$ cat config.mk
export PLATFORM = sky130hd
export DESIGN_NAME = wb_regfile
export DESIGN_NICKNAME = d
export VERILOG_FILES = /design/src/rtl/wb_regfile.sv
export SDC_FILE = /design/constraint.sdc
export NUM_CORES = 2
export LEC_CHECK = 0
export ABC_AREA = 1
export BUFFER_PORTS_ARGS = -buffer_cell sky130_fd_sc_hd__buf_2
export CELL_PAD_IN_SITES_DETAIL_PLACEMENT = 1
export CELL_PAD_IN_SITES_GLOBAL_PLACEMENT = 2
export CORE_ASPECT_RATIO = 0.7
export CORE_UTILIZATION = 37
export CTS_CLUSTER_DIAMETER = 200
export CTS_CLUSTER_SIZE = 28
export DETAILED_ROUTE_END_ITERATION = 7
export PLACE_DENSITY = 0.93
export SYNTH_ARGS = -nofsm -noshare
export SYNTH_HDL_FRONTEND = slang
export SYNTH_SLANG_ARGS = --single-unit
$ cat constraint.sdc
create_clock -name clk -period 2 [get_ports clk]
set_input_delay 0.3 -clock clk [delete_from_list [all_inputs] [get_ports clk]]
set_output_delay 0.3 -clock clk [all_outputs]
set_load 0.01 [all_outputs]
$ cat src/rtl/wb_regfile.sv
// ---------------------------------------------------------------------------
// wb_regfile
//
// Write-back stage and register file of the pipelined MIPS datapath. It sits
// at the consuming end of the MEM/WB pipeline register. Each cycle it picks
// the write-back value (load data or ALU result) and commits it to a
// 2^ADDR_W x DATA_W register file. It also serves the two ID-stage read ports
// with a same-cycle write-through bypass, and counts committed writes for
// debug visibility.
//
// Parameters
//   DATA_W   register / data width
//   ADDR_W   register index width (2^ADDR_W registers)
//   CNT_W    width of the committed-write counter (wraps silently)
//
// Ports
//   clk          in   pipeline clock, all state changes on the rising edge
//   rst_n        in   asynchronous active-low reset (clears regs and count)
//   RegWrite_WB  in   write enable from MEM/WB
//   MemToReg_WB  in   1 = write back MemRes_WB, 0 = write back ALURes_WB
//   MemRes_WB    in   load data from MEM/WB
//   ALURes_WB    in   ALU result from MEM/WB
//   WREG_WB      in   destination register index
//   RA1, RA2     in   ID-stage read indices
//   RD1, RD2     out  read data, combinational, with write-through bypass
//   WData        out  selected write-back value, for EX-stage forwarding
//   WrCount      out  number of committed register writes
// ---------------------------------------------------------------------------
module wb_regfile #(
  parameter int DATA_W = 32,
  parameter int ADDR_W = 5,
  parameter int CNT_W  = 32
) (
  input  logic              clk,
  input  logic              rst_n,
  input  logic              RegWrite_WB,
  input  logic              MemToReg_WB,
  input  logic [DATA_W-1:0] MemRes_WB,
  input  logic [DATA_W-1:0] ALURes_WB,
  input  logic [ADDR_W-1:0] WREG_WB,
  input  logic [ADDR_W-1:0] RA1,
  input  logic [ADDR_W-1:0] RA2,
  output logic [DATA_W-1:0] RD1,
  output logic [DATA_W-1:0] RD2,
  output logic [DATA_W-1:0] WData,
  output logic [CNT_W-1:0]  WrCount
);

  localparam int NREG = 1 << ADDR_W;
  localparam logic [CNT_W-1:0] CNT_ONE = CNT_W'(1);

  logic [DATA_W-1:0] regs [NREG];
  logic [CNT_W-1:0]  wr_count;
  logic              we_eff;

  // The write-back mux is live every cycle, independent of RegWrite_WB, so
  // the EX stage can always forward from it.
  assign WData = MemToReg_WB ? MemRes_WB : ALURes_WB;

  // r0 is hard-wired to zero, so writes aimed at it are not commits at all:
  // they neither store nor count.
  assign we_eff = RegWrite_WB && (WREG_WB != '0);

  // Storage and commit counter. Entry 0 is cleared on reset and never
  // written afterwards, and the read ports force it to zero anyway.
  always_ff @(posedge clk or negedge rst_n) begin
    if (!rst_n) begin
      regs     <= '{default: '0};
      wr_count <= '0;
    end else if (we_eff) begin
      regs[WREG_WB] <= WData;
      wr_count      <= wr_count + CNT_ONE;
    end
  end

  assign WrCount = wr_count;

  // Read port 1. The bypass lets an ID-stage read see the value being
  // committed in the same cycle, which removes the WB/ID structural hazard.
  // It is purely combinational, so it keeps working while reset is held.
  always_comb begin
    RD1 = '0;
    if (RA1 != '0) begin
      if (we_eff && (RA1 == WREG_WB)) begin
        RD1 = WData;
      end else begin
        RD1 = regs[RA1];
      end
    end
  end

  // Read port 2, identical to port 1 and evaluated independently.
  always_comb begin
    RD2 = '0;
    if (RA2 != '0) begin
      if (we_eff && (RA2 == WREG_WB)) begin
        RD2 = WData;
      end else begin
        RD2 = regs[RA2];
      end
    end
  end

endmodule

==> reports/qor.txt <==
io pins - 211
peak supply drop - 604 uV
HP Start - ALURes_WB[25]
IO buf count - 210
routed len/inst - 27.3 um
drt drc - 0
Psw - 22.6 mW
crit-path cells - inv_1 > a21oi_2 > o21ai_1 > nand3_1 > nand3_2 > a21oi_4 > nor2_4 > nor2_4 > buf_6
Total Wirelength - 294000 um
R2R Setup Slk - 60 ps
CTS tree - built
reported max-cap violation count - 0
worst hold path type - in -> reg
Critical Path AT - 2220 ps
Mapped Nets - 8342
Worst-Margin Slew - 605 ps
GPL Wtd Cong - 0.946
vias post-DR - 65500
CTS root buf - clkbuf_16
Tcrit/Tclk final - 126%
CP max-delay cell - dfrtp_1
most used cell, CP - nor2_4
clk slew on worst S/H paths - 120 ps
Sw Share - 37.6%
Async SR Flop Fraction - 100%
detailed placement HPWL - 198000 um
Setup TNS Final - -23120 ps
crit path from - regs[453]$_DFFE_PN0P_
Pleak - 33.0 nW
Nets - 8701
fin. max-slew vios - 0
Multi-input gate area - 0.0300 sq mm
Skew-Pair Late Insertion Delay - 680 ps
die footprint - 0.163 sq mm
Avg Inst Size Synth - 7.24 sq um
largest net degree at the start of global routing - 89
final setup margin - -523 ps
Initial Utilization - 37.3%
reg2reg end - regs[912]$_DFFE_PN0P_
ANT nets after route - 0
largest fanout on the critical path - 3
WHS Endpoint - regs[121]$_DFFE_PN0P_
final setup vio count - 64
CTS sink cnt - 1056
violated checks - negative setup slack
outcome - complete, but fails checks
Tot GR Track Use - 35.0%
layout cells sized above 1 - 23.6%
row count - 123
post-synthesis sequential area ratio - 44.2%
most frequent cells in the layout - 1664 x nand2_1, 1056 x dfrtp_1, 1007 x o21ai_0
Yosys warnings - 0
number of synthesized flops with an enable pin - 0
initial antenna violation count - 9
Die X - 483 um
final setup skew - 6.05 ps
number of DRC markers in iteration 0 - 7957
Mapped Area - 0.0598 sq mm
core area - 0.161 sq mm
Synth Instances - 8258
P per Cell Area - 812 mW/mm^2
Clock Power Share - 19.2%
vias per cell - 6.09
DR pass1 iterations - 6
Crit path largest cell delay - 430 ps
reg2reg path depth - 14
register area - 0.0264 sq mm
Comb pwr share - 32.2%
Req. time, crit path - 1700 ps
Clock Tree Buf Depth - 3
CTS H-tree depth - 2
Worst Path Class, Setup - reg -> out
first-pass GRT wire length - 431000 um
power after layout - 60.1 mW
Synth cell types - 39
crit path time final - 2520 ps
Area growth, synth to finish - 23.7%
Slew Limit Headroom - 59.7%
FMAX - 396 MHz
dominant synthesized flop cell - dfrtp_1
Die H - 338 um
GRT Residual Overflow - 0
Hold Vio Cnt, Final - 0
most common cell after layout, fill and taps aside - nand2_1
Fillers - 19500
#FFs+latches synth - 1056
crit end category - output port
cts bufs inserted - 43
unrepaired setup endpoints after global routing - yes
vias in the first global route - 65100
Flop pwr share - 48.6%
WHS Path Cells - 4
R2R Path Start - regs[912]$_DFFE_PN0P_
startpoint types - flop
Internal - 37.5 mW
cell usage after synthesis, types with 2 or more instances:
cell type  number  area (sq um)
buf_6           3          33.8
o21ai_1        89           445
dfrtp_1      1056         26400
or2_2          14          87.6
o211ai_1      435          3270
a211oi_1        4          30.0
inv_1         776          2910
buf_4          16           120
xor2_1         19           166
nor3_2          6          60.1
nor2_4         10           113
inv_2          34           128
a21oi_1       719          3600
o21ai_2         7          61.3
clkinv_1        5          18.8
nand3_2         4          40.0
o21ai_0      1281          6410
nor4_4          2          42.5
nand2_1      1781          6690
xnor2_1        16           140
nand4_1        12          75.1
nor2_2         17           106
clkbuf_1      372          1400
buf_2         292          1460
nand3_1       861          4310
nor3_1         16          80.1
clkbuf_2        2          10.0
buf_1          60           225
nor2_1        339          1270
sequential cells by signal, summed over array words and instances, names as in the netlist:
name / cells
regs: 1024
WrCount: 32
power groups by stage:
stage          Combinational [mW]  Clock, mW  Sequential (mW)
3_5_place_dp                 16.8          0             29.2
3_3_place_gp                 15.9          0             28.9
6_report                     19.4       11.5             29.2
2_1_floorplan                10.2          0             28.4
4_1_cts                      18.0       11.6             28.9
5_1_grt                      21.2       12.2             29.6
per-stage QoR:
| step | hold slack [ps] | instances | setup WS, ps | area [sq um] | util, % |
|---|---|---|---|---|---|
| floorplan | 4.41 | 8258 | 125 | 59800 | - |
| global placement | 287 | 10600 | -732 | 69000 | 43.0 |
| detailed placement | 285 | 10600 | -762 | 69000 | 43.0 |
| CTS | 87.0 | 10700 | -510 | 72200 | 45.0 |
| global route | 121 | 10700 | -585 | 74000 | 46.1 |
| finish | 97.8 | 10700 | -523 | 74000 | 46.1 |
cell families after synthesis:
family                   synth area share, %
buffers and inverters                   10.6
adder cells (fa/ha/maj)               0.0209
AO/OA/AOI/OAI                           23.1
AND/OR/NAND/NOR                         21.7
flip-flops                              44.2
XOR/XNOR                               0.512
worst max path at each step:
stage	cells after the start	slack [ps]	endpoint
2_1_floorplan	10	130	RD2[4]
3_3_place_gp	11	-730	RD2[14]
3_5_place_dp	11	-760	RD2[14]
4_1_cts	11	-510	RD1[5]
5_1_grt	9	-580	RD1[5]
6_report	9	-520	RD1[5]
worst max-delay path, delay by kind of cell (launching register included):
family / cells / cell delay, ps
simple gates: 4 / 490
flops: 1 / 430
compound gates: 3 / 380
buf+inv: 2 / 210
repair_timing:
| action | 4_1_cts | 5_1_grt |
|---|---|---|
| resized for setup | 640 | 570 |
| gates cloned | 1 | 1 |
| buffers inserted | 60 | 61 |
| pin swaps | 326 | 395 |
| hold buffers | 1 | 0 |
| endpoints found under the setup margin | 65 | 70 |
| hold endpoints to repair | 118 | 0 |
layer usage:
metal	global-route usage (%)	share of wire [%]	wire length, um	up-vias
li1	-	-	-	28100
met1	47.8	41	120000	33100
met2	51.4	43	125000	3510
met3	8.39	11	31800	797
met4	17.9	5.8	17100	12
met5	0	0.037	109	-
layout make-up:
type                    instances  area share [%]
clock buffers                  45            1.52
flip-flops and latches       1056            35.7
repair buffers               1059            14.4
inverters                     816            4.20
clock inverters                 1          0.0118
well taps                    2125            3.59
multi-input cells            5641            40.5
diodes                          6          0.0203
(Power assumes the default switching activity.)
